===== src/rtl/det_pkg.sv =====
// Shared definitions for the 101-detect window counter: FSM encoding and default widths.
package det_pkg;
    localparam int CNT_W_DEF = 8;
    localparam int WIN_W_DEF = 8;

    typedef enum logic {
        IDLE  = 1'b0,
        COUNT = 1'b1
    } state_t;
endpackage


===== src/rtl/det_win_timer.sv =====
// Window timer: loads the window length (0 means 1), counts down, flags the last window cycle.
module det_win_timer #(
    parameter int WIN_W = 8
) (
    input  logic             clk,
    input  logic             rst,
    input  logic             load,
    input  logic [WIN_W-1:0] len,
    input  logic             dec,
    output logic             last
);
    logic [WIN_W-1:0] rem;

    // rem holds the window cycles still to run, including the current one.
    always_ff @(posedge clk or posedge rst) begin
        if (rst)
            rem <= '0;
        else if (load)
            rem <= (len == '0) ? WIN_W'(1) : len;
        else if (dec && rem != '0)
            rem <= rem - 1'b1;
    end

    assign last = (rem == WIN_W'(1));
endmodule


===== src/rtl/det_window_counter.sv =====
// Counts detect pulses over fixed-length windows and hands each window's count to a
// single-entry valid/ready output register, dropping results the consumer cannot take.
module det_window_counter
    import det_pkg::*;
#(
    parameter int CNT_W = CNT_W_DEF,
    parameter int WIN_W = WIN_W_DEF
) (
    input  logic             clk,
    input  logic             rst,
    input  logic             en,
    input  logic             det_in,
    input  logic [WIN_W-1:0] win_len,
    output logic [CNT_W-1:0] cnt_out,
    output logic             cnt_ovf,
    output logic             cnt_valid,
    input  logic             cnt_ready,
    output logic             drop
);
    state_t           state;
    logic [CNT_W-1:0] cnt;
    logic             ovf;
    logic             win_last;
    logic             tmr_load;
    logic             tmr_dec;
    logic             at_max;
    logic [CNT_W-1:0] cnt_nxt;
    logic             ovf_nxt;
    logic             offer;

    // Reload both on window start from IDLE and on a seamless back-to-back window.
    assign tmr_load = en && ((state == IDLE) || win_last);
    assign tmr_dec  = (state == COUNT) && en;

    det_win_timer #(.WIN_W(WIN_W)) u_timer (
        .clk  (clk),
        .rst  (rst),
        .load (tmr_load),
        .len  (win_len),
        .dec  (tmr_dec),
        .last (win_last)
    );

    assign at_max  = (cnt == {CNT_W{1'b1}});
    assign cnt_nxt = (det_in && !at_max) ? cnt + 1'b1 : cnt;
    assign ovf_nxt = ovf | (det_in & at_max);
    assign offer   = (state == COUNT) && win_last;

    always_ff @(posedge clk or posedge rst) begin
        if (rst) begin
            state <= IDLE;
        end else begin
            case (state)
                IDLE:    if (en)  state <= COUNT;
                COUNT:   if (!en) state <= IDLE;
                default: state <= IDLE;
            endcase
        end
    end

    always_ff @(posedge clk or posedge rst) begin
        if (rst) begin
            cnt <= '0;
            ovf <= 1'b0;
        end else if (state == IDLE || win_last || !en) begin
            cnt <= '0;
            ovf <= 1'b0;
        end else begin
            cnt <= cnt_nxt;
            ovf <= ovf_nxt;
        end
    end

    // The count offered includes the last window cycle's pulse.
    always_ff @(posedge clk or posedge rst) begin
        if (rst) begin
            cnt_out   <= '0;
            cnt_ovf   <= 1'b0;
            cnt_valid <= 1'b0;
            drop      <= 1'b0;
        end else if (offer) begin
            if (!cnt_valid || cnt_ready) begin
                cnt_out   <= cnt_nxt;
                cnt_ovf   <= ovf_nxt;
                cnt_valid <= 1'b1;
                drop      <= 1'b0;
            end else begin
                drop <= 1'b1;
            end
        end else begin
            drop <= 1'b0;
            if (cnt_valid && cnt_ready)
                cnt_valid <= 1'b0;
        end
    end
endmodule


===== config.mk =====
export PLATFORM = sky130hd
export DESIGN_NAME = det_window_counter
export DESIGN_NICKNAME = d
export VERILOG_FILES = /design/src/rtl/det_pkg.sv /design/src/rtl/det_win_timer.sv /design/src/rtl/det_window_counter.sv
export SDC_FILE = /design/constraint.sdc
export NUM_CORES = 1
export LEC_CHECK = 0
export BUFFER_PORTS_ARGS = -buffer_cell sky130_fd_sc_hd__buf_2
export CORE_ASPECT_RATIO = 1.75
export CORE_MARGIN = 4
export CORE_UTILIZATION = 60
export DETAILED_ROUTE_END_ITERATION = 12
export PLACE_DENSITY = 0.93
export SLEW_MARGIN = 20
export SYNTH_ARGS = -nofsm -noshare
export SYNTH_HDL_FRONTEND = slang
export SYNTH_HIERARCHICAL = 1
export SYNTH_SLANG_ARGS = --single-unit

===== constraint.sdc =====
create_clock -name clk -period 4.05 [get_ports clk]
set_input_delay 1.215 -clock clk [delete_from_list [all_inputs] [get_ports clk]]
set_output_delay 1.215 -clock clk [all_outputs]
set_load 0.01 [all_outputs]

==> out/results.ini <==
[critical_path]
worstSetupPathType=reg2reg
cp.required_ns=4.22
critical_path.endpoint=u_timer/rem[7]$_DFFE_PP0P_
crit_arrival_ns=3.05
r2r_start=u_timer/rem[4]$_DFFE_PP0P_
startpoint=u_timer/rem[4]$_DFFE_PP0P_
critPathMostFrequentCell=inv_1
end_kind=flop
crit_slowest_cell=or4_4
reg2reg_to=u_timer/rem[7]$_DFFE_PP0P_
reg2reg_slack_ns=1.17
crit_chain=or4_4 -> nor4b_1 -> inv_1 -> a21boi_0 -> buf_4 -> inv_1 -> o311a_1 -> a211o_1
reg2reg_depth=8
crit_path_start_kind=flop
slowest_delay_ns=0.64
cp_max_fo=12

[yosys]
syn_nets=179
syn_inst=162
ys.flop_type=dfrtp_1
synth_area_um2=1540
ys_seq_area_share_pct=47.2
synthDistinctLibCells=49
synth_area_per_cell_um2=9.50
ys_async_sr_fraction_pct=100
ys_ff_latch=29
synth_edf_count=0
yosys_warnings=6

[placed_design]
gp_congestion=0.949
dp_hpwl_um=2810
port_buffers=23

[clock_tree]
cts_hold_buffers=0
path_clk_slew_ns=0.06
cts_buffers=5
post_cts_buffers=0
cts_resized=0
cts_tree=yes
clock_latency_ns=0.28
h-tree-depth=2
cts.sinks=29
cts_max_path_buffers=2
root_buffer=clkbuf_8

[grt]
grtUsageMet1_pct=24.3
antenna_found_initial=0
overflow=0
grt-busiest-layer=met2
met3_usage_pct=7.18
grt_pass1_vias=1344
grt_use_total_pct=24.6
met2_usage_pct=43.6
grt_max_degree=22
grt_first_pass_wirelength_um=6050

[sta]
fmax_mhz=347
tns_ns=0
max_slew_margin_pct=48.6
rsz0062_at_grt=false
slew_violations=0
tightest_slew_ns=0.770
hold_violations=0
holdWs_ns=0.474
finalSetupViolCount=0
period_needed_ns=2.88
period_share_pct=71.1
clock_skew_ns=0.00476

[drt]
routed_wl_um=3530
drt_drc_violations_left=0
viasPerCell=6.42
drt.antenna.violating_nets=0
firstDrtPassIters=4
vias=1381
routedWlPerCell_um=16.4
drt_iter0_drc=72

[power_and_ir_drop]
ir_drop_v=0.000327
leakagePower_uw=0.000801
p_per_area_nw_per_um2=394

[die]
start_util_pct=62.5
fp.coreArea_um2=2460
die_h_um=75.0
die_x_um=46.3
fp-row-count=24
ios=24
design.die.area_um2=3470

[finish]
layout-drive-gt1-share_pct=22.8
diodes=0
nets=205
syn_to_final_growth_pct=14.7

[run_status]
status=completed

[min_path]
min_path_type=reg2reg

[job]
drv_cap=0

-- flip-flops by register name (all words and copies together) (netlist names) --
name and count:
cnt_ovf 1, cnt_out 8, state 1, u_timer/rem 8, cnt_valid 1, cnt 8, drop 1, ovf 1
-- cells in the final DEF, fill, tap and decap left out, drive strengths merged, types with 2 or more instances in the layout --
cell	n
o2111ai	2
nand4	4
nor2	20
or3b	2
ha	4
nor4	3
clkbuf	7
o211ai	6
o21ai	14
o21a	2
or2	2
and4	2
mux2i	3
nand3	4
nand2	23
inv	8
a21oi	2
a31oi	3
dfrtp	29
o311ai	3
buf	24
o41ai	2
or3	2
-- metrics by stage --
| stage | instances | worst slack (ns) | cell area [µm²] | power (µW) | util, % |
|---|---|---|---|---|---|
| 2_1_floorplan | 162 | 1.26 | 1540 | 404 | - |
| 6_report | 215 | 1.17 | 1770 | 695 | 71.7 |
| 4_1_cts | 215 | 1.19 | 1770 | 702 | 71.7 |
| 3_5_place_dp | 207 | 1.21 | 1660 | 440 | 67.6 |
| 5_1_grt | 215 | 0.829 | 1770 | 734 | 71.7 |
| 3_3_place_gp | 207 | 1.32 | 1660 | 431 | 67.6 |
-- worst max-delay path, delay by kind of cell (launching register included) --
kind | cells | cell delay (ns)
DFF | 1 | 0.45
buffers and inverters | 3 | 0.49
and+or+nand+nor | 2 | 1.19
AOI/OAI and AO/OA | 3 | 0.64
-- synthesized netlist by cell type, types with 2 or more instances --
library cell  number  area (µm²)
dfrtp_1           29         726
nand2_1           23        86.3
nor2_1            20        75.1
inv_1              8        30.0
o21ai_0            8        40.0
o211ai_1           6        45.0
o21ai_1            5        25.0
ha_1               4        50.1
nand4_1            4        25.0
a31oi_1            3        18.8
clkbuf_1           3        11.3
mux2i_1            3        30.0
nor4_1             3        18.8
a21oi_1            2        10.0
nand3_1            2        10.0
nand3_2            2        20.0
o2111ai_1          2        17.5
o21a_1             2        15.0
or2_2              2        12.5
or3_1              2        12.5
-- layer usage --
metal,wire length (µm),up-vias
li1,-,652
met4,148,0
met1,1230,660
met2,1980,52
met5,0,-
met3,170,17
-- report_power, final --
| group | internal [µW] | switching, µW | total, µW | leakage (µW) |
|---|---|---|---|---|
| Sequential | 310 | 22.8 | 333 | 0.000385 |
| Clock | 153 | 106 | 259 | 0.0000542 |
| Combinational | 43.3 | 60.2 | 103 | 0.000362 |
-- logic make-up (layout without fill, tap and decap cells) --
| kind of cell | Yosys count | count (layout) | share of synthesized area [%] |
|---|---|---|---|
| AND/OR/NAND/NOR | 72 | 72 | 24.3 |
| AO/OA/AOI/OAI | 40 | 40 | 18.9 |
| flip-flops | 29 | 29 | 47.2 |
| buffers and inverters | 13 | 40 | 3.90 |
| adder cells (fa/ha/maj) | 4 | 4 | 3.25 |
| multiplexers | 3 | 3 | 1.95 |
| XOR/XNOR | 1 | 1 | 0.569 |
-- worst min path at each step --
stage,start,end,slack [ns],depth (start not counted)
2_1_floorplan,ovf$_DFF_PP0_,ovf$_DFF_PP0_,0.47,2
5_1_grt,cnt_out[4]$_DFFE_PP0P_,cnt_out[4]$_DFFE_PP0P_,0.51,2
6_report,cnt_out[4]$_DFFE_PP0P_,cnt_out[4]$_DFFE_PP0P_,0.47,2
4_1_cts,cnt_out[4]$_DFFE_PP0P_,cnt_out[4]$_DFFE_PP0P_,0.48,2
3_3_place_gp,cnt_out[3]$_DFFE_PP0P_,cnt_out[3]$_DFFE_PP0P_,0.46,2
3_5_place_dp,cnt_out[4]$_DFFE_PP0P_,cnt_out[4]$_DFFE_PP0P_,0.47,2
-- cell type report --
type	count	area (µm²)
Clock inverter	1	5.00
Tap cell	26	32.5
Inverter	8	30.0
Sequential cell	29	726
Fill cell	197	697
Timing Repair Buffer	24	123
Clock buffer	7	96.3
Multi-Input combinational cell	120	753
(Power assumes the default switching activity.)
